==> config.mk <==
export PLATFORM = sky130hd
export DESIGN_NAME = mul_seq_flat
export DESIGN_NICKNAME = d
export VERILOG_FILES = /design/src/rtl/mul_seq_if.sv /design/src/rtl/mul_seq.sv /design/src/flat_wrapper.sv
export SDC_FILE = /design/constraint.sdc
export NUM_CORES = 1
export LEC_CHECK = 0
export BUFFER_PORTS_ARGS = -buffer_cell sky130_fd_sc_hd__buf_2
export CAP_MARGIN = 25
export CORE_MARGIN = 4
export CORE_UTILIZATION = 60
export DETAILED_ROUTE_END_ITERATION = 10
export GPL_TIMING_DRIVEN = 0
export HOLD_SLACK_MARGIN = 0.1
export MAX_ROUTING_LAYER = met4
export PLACE_DENSITY = 0.84
export SYNTH_ARGS = -nofsm -noshare
export SYNTH_HDL_FRONTEND = slang
export SYNTH_SLANG_ARGS = --single-unit
==> constraint.sdc <==
create_clock -name clock -period 15.3 [get_ports clock]
set_input_delay 1.53 -clock clock [delete_from_list [all_inputs] [get_ports clock]]
set_output_delay 1.53 -clock clock [all_outputs]
set_load 0.02 [all_outputs]
==> src/rtl/mul_seq_if.sv <==
//------------------------------------------------------------------------------
// mul_seq_if : operand/product bus of the sequential 32x32 multiplier
// Rev 1.0
//------------------------------------------------------------------------------
`default_nettype none

interface mul_seq_if;
    logic [31:0] a;
    logic [31:0] b;
    logic        sign;
    logic        start;
    logic [31:0] hi;
    logic [31:0] lo;
    logic        busy;
    logic        over;

    modport master (
        output a, b, sign, start,
        input  hi, lo, busy, over
    );

    modport slave (
        input  a, b, sign, start,
        output hi, lo, busy, over
    );
endinterface

`default_nettype wire

==> src/rtl/mul_seq.sv <==
//------------------------------------------------------------------------------
// mul_seq : 32x32 shift-add multiplier (MULT/MULTU), 33-cycle start/busy/over
// Rev 1.0
//------------------------------------------------------------------------------
`default_nettype none

module mul_seq (
    input  logic   clock,
    input  logic   reset,
    mul_seq_if.slave bus
);

    typedef enum logic [1:0] {
        IDLE = 2'd0,
        RUN  = 2'd1,
        FIN  = 2'd2
    } state_t;

    state_t      state_q, state_d;
    logic [31:0] acc_q, acc_d;
    logic [31:0] mq_q, mq_d;
    logic [31:0] mc_q, mc_d;
    logic [31:0] hi_q, hi_d;
    logic [31:0] lo_q, lo_d;
    logic [5:0]  count_q, count_d;
    logic        neg_q, neg_d;
    logic        sign_l_q, sign_l_d;
    logic        over_q, over_d;

    logic [31:0] w_a_mag;
    logic [31:0] w_b_mag;
    logic [32:0] w_sum;
    logic [63:0] w_raw;
    logic [63:0] w_prod;

    // Magnitudes; -2^31 maps onto 0x80000000, already the right unsigned value.
    always_comb begin
        w_a_mag = (bus.sign && bus.a[31]) ? (~bus.a + 32'd1) : bus.a;
        w_b_mag = (bus.sign && bus.b[31]) ? (~bus.b + 32'd1) : bus.b;
        w_sum   = {1'b0, acc_q} + (mq_q[0] ? {1'b0, mc_q} : 33'd0);
        w_raw   = {acc_q, mq_q};
        w_prod  = (neg_q && sign_l_q) ? (~w_raw + 64'd1) : w_raw;
    end

    always_comb begin
        state_d  = state_q;
        acc_d    = acc_q;
        mq_d     = mq_q;
        mc_d     = mc_q;
        hi_d     = hi_q;
        lo_d     = lo_q;
        count_d  = count_q;
        neg_d    = neg_q;
        sign_l_d = sign_l_q;
        over_d   = 1'b0;

        // start wins in every state, including FIN, so an abort never writes hi/lo
        if (bus.start) begin
            state_d  = RUN;
            acc_d    = 32'd0;
            mq_d     = w_b_mag;
            mc_d     = w_a_mag;
            count_d  = 6'd0;
            neg_d    = bus.sign & (bus.a[31] ^ bus.b[31]);
            sign_l_d = bus.sign;
        end else begin
            case (state_q)
                RUN: begin
                    acc_d   = w_sum[32:1];
                    mq_d    = {w_sum[0], mq_q[31:1]};
                    count_d = count_q + 6'd1;
                    if (count_q == 6'd31) begin
                        state_d = FIN;
                    end
                end
                FIN: begin
                    hi_d    = w_prod[63:32];
                    lo_d    = w_prod[31:0];
                    over_d  = 1'b1;
                    state_d = IDLE;
                end
                default: begin
                    state_d = IDLE;
                end
            endcase
        end
    end

    always_ff @(posedge clock or posedge reset) begin
        if (reset) begin
            state_q  <= IDLE;
            acc_q    <= 32'd0;
            mq_q     <= 32'd0;
            mc_q     <= 32'd0;
            hi_q     <= 32'd0;
            lo_q     <= 32'd0;
            count_q  <= 6'd0;
            neg_q    <= 1'b0;
            sign_l_q <= 1'b0;
            over_q   <= 1'b0;
        end else begin
            state_q  <= state_d;
            acc_q    <= acc_d;
            mq_q     <= mq_d;
            mc_q     <= mc_d;
            hi_q     <= hi_d;
            lo_q     <= lo_d;
            count_q  <= count_d;
            neg_q    <= neg_d;
            sign_l_q <= sign_l_d;
            over_q   <= over_d;
        end
    end

    assign bus.hi   = hi_q;
    assign bus.lo   = lo_q;
    assign bus.busy = (state_q != IDLE);
    assign bus.over = over_q;

endmodule

`default_nettype wire

==> src/flat_wrapper.sv <==
// flat-port wrapper written by rule: the top's interface ports become plain ports
module mul_seq_flat 
  (clock, reset, bus_a, bus_b, bus_sign, bus_start, bus_hi, bus_lo, bus_busy, bus_over);
  mul_seq_if bus_i ();
  input  logic clock;
  input  logic reset;
  input wire logic [$bits(bus_i.a)-1:0] bus_a;
  input wire logic [$bits(bus_i.b)-1:0] bus_b;
  input wire logic [$bits(bus_i.sign)-1:0] bus_sign;
  input wire logic [$bits(bus_i.start)-1:0] bus_start;
  output wire logic [$bits(bus_i.hi)-1:0] bus_hi;
  output wire logic [$bits(bus_i.lo)-1:0] bus_lo;
  output wire logic [$bits(bus_i.busy)-1:0] bus_busy;
  output wire logic [$bits(bus_i.over)-1:0] bus_over;
  assign bus_i.a = bus_a;
  assign bus_i.b = bus_b;
  assign bus_i.sign = bus_sign;
  assign bus_i.start = bus_start;
  assign bus_hi = bus_i.hi;
  assign bus_lo = bus_i.lo;
  assign bus_busy = bus_i.busy;
  assign bus_over = bus_i.over;
  mul_seq u_core (.clock(clock), .reset(reset), .bus(bus_i));
endmodule
=== Yosys cells after proc, flatten, opt, wreduce, memory -nomap -nowiden ===
Index checks and enable logic that the tools add are counted.
Widths: inputs -> output; s select.

* Bitwise operators: 6
* $add $sub $neg: 5
* Eq/ne operators: 4
* Mux-type cells: 15
* Reduce and logical (&&, ||, !) cells: 6

{| class="wikitable"
|+ Operator list
! cell !! number
|-
| $mux 32 || 7
|-
| $add 32x1->32 const B || 2
|-
| $add 64x1->64 const B || 1
|-
| $mux 64 || 1
|-
| $not 32->32 || 2
|-
| $not 64->64 || 1
|-
| $add 32x33->33 || 1
|-
| $mux 6 || 2
|-
| $add 6x1->6 const B || 1
|-
| $eq 6x5->1 const B || 1
|-
| $mux 2 || 3
|-
| $reduce_bool 2->1 || 2
|-
| $logic_and 1x1->1 || 3
|-
| $ne 3x2->1 const B || 1
|-
| $eq 2x1->1 const B || 1
|-
| $eq 2x2->1 const B || 1
|-
| $mux 1 || 2
|-
| $reduce_and 2->1 || 1
|-
| $and 1x1->1 || 1
|-
| $not 1->1 || 1
|-
| $xor 1x1->1 || 1
|}

* Register bits: 171
* Word-level logic and storage cells: 46
* Output and inout bits: 66

=== Depth between registers and ports, before layout ===
Gate-level depths: netlist (run 1).

* Word-level depth: 4
* Gate-level depth with buffers: 14
* Depth with buffers taken out: 12

=== Worst setup path after synthesis (run 1) ===
OpenSTA, ideal clock, no wires.

* Kind: input to register
* Start: input bus_a[0]
* End: register u_core.mc_q[29]
* Arrival time: 3256 ps
* Required time: 15163 ps
* Setup slack: 11907 ps
* Stages on the path: 8
* Buffers on the path: 0
* Path through: or4_1 nor3_1 nand2_1 nor2_1 nand2_1 o31ai_1 xor2_1 a21oi_1

* Longest elaborated chain between the ends: 3

{| class="wikitable"
|+ Ends and longest elaborated chain
! item !! RTL line !! RTL
|-
| from (decl) || flat_wrapper.sv:7 || <nowiki>input wire logic [$bits(bus_i.a)-1:0] bus_a;</nowiki>
|-
| $not 32->32 || mul_seq.sv:38 || <nowiki>w_a_mag = (bus.sign && bus.a[31]) ? (~bus.a + 32'd1) : bus.a;</nowiki>
|-
| $add 32x1->32 || mul_seq.sv:38 ||
|-
| $mux 32 || mul_seq.sv:38 ||
|-
| to (signal assigned) || mul_seq.sv:105 || <nowiki>mc_q <= mc_d;</nowiki>
|-
| to (decl) || mul_seq.sv:22 || <nowiki>logic [31:0] mc_q, mc_d;</nowiki>
|}

Every way passes these cells.
A chain may end at the register's enable or synchronous reset.

=== Final worst setup path (run 1) ===
* Start: register u_core.mq_q[0]
* End: register u_core.acc_q[31]

* Longest elaborated chain between the ends: 4

{| class="wikitable"
|+ Ends and longest elaborated chain
! item !! RTL line !! RTL
|-
| from (decl) || mul_seq.sv:21 || <nowiki>logic [31:0] mq_q, mq_d;</nowiki>
|-
| from (signal assigned) || mul_seq.sv:104 || <nowiki>mq_q <= mq_d;</nowiki>
|-
| $mux 32 || mul_seq.sv:40 || <nowiki>w_sum = {1'b0, acc_q} + (mq_q[0] ? {1'b0, mc_q} : 33'd0);</nowiki>
|-
| $add 32x33->33 || mul_seq.sv:40 ||
|-
| $mux 32 || mul_seq.sv:67 || <nowiki>case (state_q)</nowiki>
|-
| $mux 32 || mul_seq.sv:58 || <nowiki>if (bus.start) begin</nowiki>
|-
| to (signal assigned) || mul_seq.sv:92 || <nowiki>acc_q <= 32'd0;</nowiki>
|-
| to (signal assigned) || mul_seq.sv:103 || <nowiki>acc_q <= acc_d;</nowiki>
|-
| to (decl) || mul_seq.sv:20 || <nowiki>logic [31:0] acc_q, acc_d;</nowiki>
|}

Every way passes these cells. The select of a mux whose other input is x is not followed.

==> summary.txt, run 1 <==
Placed design
  – GP Congestion: a little under 1
  – I/O Buffers: roughly 130
  – DP Wirelength: about 24000 um

Finish
  – Ant. Diodes: 0
  – Layout Nets: ~1600
  – Area grow syn2layout: 14.6%
  – Share of cells above drive strength 1: 0.132

Detailed routing
  – DR vias: 10200
  – WL per Instance: around 18 um
  – DR WL met2: 13900 um
  – Metal3 WL: between 2000 and 3000 um
  – Residual DRC count: 0
  – M1 wire length: roughly 14000 um
  – Uppermost layer routed: met4
  – Drt pass-1 iters: 10
  – Vias per cell: between 6 and 7
  – Drt total wl: 31100 um
  – Post-route ant nets: 0
  – Drt first-iter violations: slightly below 1000

Die
  – DIE WIDTH: between 100 and 150 um
  – Ports: around 130
  – Core area: between 15000 and 20000 um^2
  – Die area: 20700 um^2
  – Die height: between 100 and 150 um
  – Rows: 49
  – Initial Util: 0.613

Pwr
  – PwrDens: between 100 and 150 nW/um^2
  – Internal power: between 1 and 1.5 mW
  – Clock share of power: 0.285
  – Tot Pwr: 1.66 mW
  – Sequential share of power: 0.372
  – Peak supply drop: between 100 and 150 uV
  – Leak pwr: 5.86 nW
  – Psw: about 650 uW
  – Sw frac: 0.389
  – Combinational power share: 0.343

Yosys
  – Most used DFF post-synth: dfrtp_1
  – Synth Cell Area: 11100 um^2
  – Top cells by area, synth: dfrtp_1 (39%), a21oi_1 (8.7%), xnor2_1 (5.9%)
  – Most frequent cell after synthesis: a21oi_1
  – Ys async rst share: 1.00
  – Commonest cells post-synth: a21oi_1 (192), dfrtp_1 (171), nor2_1 (166)
  – Register area share after synthesis: 0.387
  – Cell taking the most area after synthesis: dfrtp_1
  – Flops & latches, synth: around 170
  – Synth Warn #: 0
  – Syn_area_per_cell: between 8 and 9 um^2
  – Synth top area share: 0.387
  – Number of synthesized flops with an enable pin: 0
  – Yosys cell types: between 60 and 70
  – Syn Nets: approximately 1400
  – Mapped Cells: about 1300

STA
  – Achievable Freq: 0.233 GHz
  – Slew HR: 0.337
  – Final worst path period share: 0.281
  – Setup violations, final: 0
  – Setup TNS: 0 ns
  – Final Skew: 0.00945 ns
  – Final min period: roughly 4.3 ns
  – RSZ-0062 raised after global routing: no
  – Slew Limit Fails: 0
  – Final Hold Fails: 0
  – Worst slew pin tran: 0.991 ns

Critical path
  – CP required: 15.63 ns
  – CP arrival: 4.63 ns
  – Startpoint types: register
  – CP Class: register to register
  – Crit path capture type: register
  – Crit Path Max Fanout: 10

Flow run
  – Count of maximum capacitance violations: 0

Global route
  – Congestion Overflow GR: 0
  – Number of global-route vias before repair: 9512
  – Antenna violations before repair: 0
  – Largest net degree at the start of global routing: between 100 and 150
  – Gr usage total: 0.308
  – First-pass GRT wire length: about 49000 um

Clock tree
  – H-tree Lvls: 4
  – Postcts setup bufs: 0
  – Reg clk slew, reported paths: 0.07 ns
  – Post-CTS Resized: 0
  – Worst-Skew Late Latency: 0.44 ns
  – CTS sink cnt: between 150 and 200
  – Maximum root-to-sink buffer count: 2
  – CTS tree: done
  – CTS Hold Bufs: 0
  – Root Driver: clkbuf_16
  – Total CTS buffers: 17

Outcome
  – Status: completed

Min path
  – Worst Hold Class: register to register
[kinds of logic (layout without fill, tap and decap cells)]
logic type                 count (synthesis)  in the layout  share of synthesized area
DFF                                      171            171                      0.387
adders and majority gates                 37             37                     0.0426
and+or+nand+nor                          455            455                      0.195
AOI/OAI and AO/OA                        361            361                      0.190
xor gates and xnor gates                 147            147                      0.116
buffers and inverters                    100            265                     0.0353
muxes                                     36             36                     0.0334
[stage by stage]
stage	util	hold slack [ns]	area (um^2)	std cells	worst slack (ns)
finish	0.703	0.503	12700	1701	11.00
global route	0.703	0.527	12700	1701	10.59
global placement	0.666	0.483	12000	1668	7.39
CTS	0.703	0.506	12700	1701	11.00
floorplan	-	0.473	11100	1307	9.14
detailed placement	0.668	0.490	12000	1669	11.05
[power groups by stage]
| stage | sequential [mW] | clock [mW] | combinational, mW |
|---|---|---|---|
| finish | 0.619 | 0.474 | 0.570 |
| global route | 0.624 | 0.495 | 0.632 |
| CTS | 0.613 | 0.474 | 0.563 |
| detailed placement | 0.621 | 0 | 0.555 |
| global placement | 0.617 | 0 | 0.545 |
| floorplan | 0.581 | 0 | 0.432 |
[flip-flops by register name (all words and copies together) (netlist names)]
signal	cells
u_core.acc_q	32
u_core.bus.hi	32
u_core.bus.lo	32
u_core.mc_q	32
u_core.mq_q	32
u_core.count_q	6
u_core.state_q	2
u_core.bus.over	1
u_core.neg_q	1
u_core.sign_l_q	1
[path summary, 6_finish.rpt]
check | cells past startpoint | slack (ns) | startpoint | endpoint
max in group asynchronous | 3 | 13.28 | reset | u_core.bus.lo[5]$_DFFE_PP0P_
min in group asynchronous | 2 | 1.06 | reset | u_core.sign_l_q$_DFFE_PP0P_
worst min-delay path | 1 | 0.50 | u_core.mc_q[30]$_DFFE_PP0P_ | u_core.mc_q[30]$_DFFE_PP0P_
worst max register to register | 14 | 11.00 | u_core.mq_q[0]$_DFFE_PP0P_ | u_core.acc_q[31]$_DFFE_PP0P_
worst min register to register | 1 | 0.50 | u_core.mc_q[30]$_DFFE_PP0P_ | u_core.mc_q[30]$_DFFE_PP0P_
worst max-delay path | 14 | 11.00 | u_core.mq_q[0]$_DFFE_PP0P_ | u_core.acc_q[31]$_DFFE_PP0P_
[layout by cell type (no fill, tap or decap), drive strengths merged, types with 4 or more instances in the layout]
master / count
a211oi: 7
nor2b: 9
a21oi: 192
dfrtp: 171
or4: 14
nor3b: 5
clkinv: 4
nand2b: 8
o21ai: 76
buf: 143
xor2: 72
nor2: 166
a31oi: 18
nand2: 126
inv: 39
bufinv: 4
and2: 35
and3: 4
nand3b: 11
o41ai: 11
mux2: 7
nor3: 31
clkbuf: 75
ha: 36
mux2i: 29
a21o: 8
nor4: 12
o31ai: 22
nand3: 16
xnor2: 75
o211ai: 4
or3: 9
[critical path, stage by stage, from the launching register on]
cell and delay [ns]:
dfrtp_1 0.33, clkbuf_1 0.46, clkbuf_1 0.37, and2_1 0.20, ha_1 0.19, inv_1 0.07, fa_1 0.38, nor2b_1 0.24
o2111ai_1 0.16, and3b_1 0.26, o311a_1 0.38, o31a_1 0.34, o21ai_0 0.37, a2111oi_0 0.18, nor4_1 0.28
[routing by layer]
layer	global-route usage	up-vias
met3	0.0446	50
li1	-	4876
met4	0.0748	0
met1	0.439	4848
met5	-	-
met2	0.469	457
[cell type report]
class / instances / area (um^2)
inverters: 32 / 128
plain buffers: 68 / 270
flip-flops and latches: 171 / 4280
multi-input cells: 1036 / 6380
clock inverters: 15 / 209
well taps: 229 / 287
repair buffers: 133 / 688
clock buffers: 17 / 425
fillers: 1456 / 5360
(Power assumes the default switching activity.)
==> inputs of run 2 (changes only) <==
ABC_AREA = 1   (was unset)
PLACE_DENSITY = 0.83   (was 0.84)
clock period = 4.2 ns   (was 15.3 ns; I/O delays follow)
==> run 2 against run 1 <==
Final cell count increased by 47%. Power increased to 3.6 times the previous value. Flip-flop and latch count unchanged. Clock skew increased by 0.0023 ns. Global-route usage increased by 5.1 points. Critical path depth increased by 3. First-iteration DRC count increased by 41%. Synthesized area increased by 18%. Utilization decreased by 0.74 points. Synthesized cell count increased by 57%. Register-to-register slack got worse by 9.7 ns. Critical endpoint is now u_core.acc_q[27]$_DFFE_PP0P_.
==> summary.txt, run 2 <==
Yosys
  – Post-synthesis compound-gate area fraction: 0.0891
  – Synth top area share: 0.329
  – Mapped Cells: between 2000 and 2500
  – Post-Synth XOR/XNOR Area: 0.0324
  – Ys async rst share: 1.00
  – Number of synthesized flops with an enable pin: 0
  – Yosys cell types: 45
  – Most used DFF post-synth: dfrtp_1
  – Syn_area_per_cell: between 6 and 7 um^2
  – Register area share after synthesis: 0.329
  – Top cells by area, synth: dfrtp_1 (33%), nand2_1 (21%), nand3_1 (8.4%)
  – Post-Synth Simple-Gate Area: 0.405
  – Largest family of logic cells by synthesized area: simple AND/OR/NAND/NOR gates
  – Flops & latches, synth: about 170
  – Synth Warn #: 0
  – Adder-cell share of the synthesized area: 0.0362
  – Syn Nets: around 2200
  – Multiplexer share of the synthesized area: 0
  – Cell taking the most area after synthesis: dfrtp_1
  – Commonest cells post-synth: nand2_1 (725), inv_1 (286), nand3_1 (217)
  – Most frequent cell after synthesis: nand2_1
  – Synth Cell Area: 13000 um^2

STA
  – Worst slew pin tran: ~0.66 ns
  – Setup violations, final: 0
  – Slew Limit Fails: 0
  – Final min period: around 2.9 ns
  – Final Skew: ~0.012 ns
  – Achievable Freq: approximately 0.34 GHz
  – Slew HR: 0.560
  – Final Hold Fails: 0
  – Setup WS post-layout: 1.30 ns
  – Final hold slack: about 0.26 ns
  – RSZ-0062 raised after global routing: no
  – Setup TNS: 0 ns
  – Final worst path period share: 0.691

Clock tree
  – Postcts setup bufs: 0
  – Maximum root-to-sink buffer count: 2
  – Worst-Skew Late Latency: around 0.44 ns
  – CTS Hold Bufs: 1
  – Total CTS buffers: 17
  – CTS sink cnt: around 170
  – H-tree Lvls: 4
  – Post-CTS Resized: 0
  – CTS tree: done
  – Reg clk slew, reported paths: around 0.07 ns
  – Root Driver: clkbuf_16

Pwr
  – Peak supply drop: around 260 uV
  – PwrDens: ~410 nW/um^2
  – Leak pwr: approximately 8.3 nW

Detailed routing
  – WL per Instance: 16.6 um
  – Residual DRC count: 0
  – Drt first-iter violations: around 1400
  – Vias per cell: approximately 5.6
  – Post-route ant nets: 0
  – Drt pass-1 iters: 7
  – DR vias: about 14000
  – Drt total wl: between 40000 and 50000 um

Critical path
  – Crit path capture type: register
  – CP arrival: between 3 and 4 ns
  – CP Class: register to register
  – Crit Path Max Fanout: 10
  – CP required: ~4.5 ns
  – Startpoint types: register

Finish
  – Fillers: between 1500 and 2000
  – Most frequent cells in the layout: nand2_1 (725), inv_1 (285), nand3_1 (217), nor2_1 (214), dfrtp_1 (171)
  – Ant. Diodes: 0
  – Finished Layout Cells: between 2000 and 3000
  – Share of cells above drive strength 1: 0.118
  – Layout Nets: about 2300
  – Final instance area: approximately 15000 um^2
  – Area grow syn2layout: 13.2%
  – Most common cell after layout, fill and taps aside: nand2_1

Global route
  – Largest net degree at the start of global routing: 45
  – Gr usage total: 0.359
  – Antenna violations before repair: 0
  – Number of global-route vias before repair: 13200
  – Congestion Overflow GR: 0
  – First-pass GRT wire length: about 67000 um

Outcome
  – Status: completed

Die
  – Initial Util: 0.614
  – DIE WIDTH: between 150 and 200 um
  – Die area: roughly 24000 um^2
  – Rows: 53
  – Core area: 21200 um^2
  – Die height: ~160 um
  – Ports: approximately 130

Flow run
  – Count of maximum capacitance violations: 0

Min path
  – Worst Hold Class: input port to register

Placed design
  – I/O Buffers: between 100 and 150
  – Placed cell count: ~2500
  – GP Congestion: 1.02
  – DP Wirelength: ~34000 um
  – DP Worst Slack: 1.35 ns
  – Area after DPL: about 14000 um^2
run 2: changes by cell type in the layout (fill, tap and decap cells not counted), moves of 35 or more:
cell | before | now
inv_1 | 31 | 285
nand2_1 | 125 | 725
clkbuf_1 | 58 | 19
nand3_1 | 16 | 217
a21oi_1 | 192 | 33
xnor2_1 | 75 | 11
nor2_1 | 166 | 214
o21ai_1 | 1 | 36
xor2_1 | 72 | 37
run 2: kinds of logic (layout without fill, tap and decap cells):
family / Yosys count / after routing
DFF: 171 / 171
buffers and inverters: 353 / 523
xor gates and xnor gates: 48 / 48
AOI/OAI and AO/OA: 200 / 200
and+or+nand+nor: 1246 / 1246
adders and majority gates: 37 / 37
run 2: layout make-up:
class,count,area [um^2],share of cell area
multi-input combinational,1531,7310,0.497
sequential,171,4280,0.291
inverter,296,1120,0.0761
timing repair buffer,138,756,0.0514
clock buffer,18,439,0.0299
tap,275,344,0.0234
buffer,57,288,0.0196
clock inverter,14,175,0.0119
run 2: worst paths after layout:
check | startpoint | to | slack (ns) | cells after the start
max | u_core.mq_q[0]$_DFFE_PP0P_ | u_core.acc_q[27]$_DFFE_PP0P_ | 1.30 | 17
min | bus_a[18] | u_core.mc_q[18]$_DFFE_PP0P_ | 0.26 | 3
max reg2reg | u_core.mq_q[0]$_DFFE_PP0P_ | u_core.acc_q[27]$_DFFE_PP0P_ | 1.30 | 17
min reg2reg | u_core.bus.hi[17]$_DFFE_PP0P_ | u_core.bus.hi[17]$_DFFE_PP0P_ | 0.48 | 2
max in group asynchronous | reset | u_core.mc_q[29]$_DFFE_PP0P_ | 2.77 | 5
min in group asynchronous | reset | u_core.bus.lo[12]$_DFFE_PP0P_ | 0.55 | 3
run 2: worst max-delay path, stage by stage, from the launching register on:
cell and delay [ns]:
dfrtp_1 0.35, buf_6 0.14, clkbuf_1 0.38, nand2_1 0.13, inv_1 0.10, ha_1 0.21, inv_1 0.08, fa_1 0.40
inv_1 0.12, nand3_1 0.08, nand3_1 0.16, nand2_1 0.08, nand3_1 0.17, nand2_1 0.12, nand2_1 0.08, nand2_1 0.05
nand3_1 0.07, nand2_1 0.07
run 2: where the power goes:
part | total [mW] | internal (mW) | switching (mW)
Clock | 1.67 | 0.919 | 0.751
Combinational | 2.05 | 0.680 | 1.37
Sequential | 2.25 | 1.97 | 0.281
run 2: through the flow:
step / total power [mW] / utilization
2_1_floorplan: 3.58 / -
6_report: 5.96 / 0.695
3_3_place_gp: 4.20 / 0.662
3_5_place_dp: 4.27 / 0.666
4_1_cts: 5.93 / 0.695
5_1_grt: 6.29 / 0.695
run 2: layer usage:
metal	wire length, um	GRT usage	up-vias
met5	0	-	-
met4	1290	0.119	0
met3	4200	0.0495	84
met2	18100	0.542	729
met1	18000	0.504	6345
li1	-	-	6798
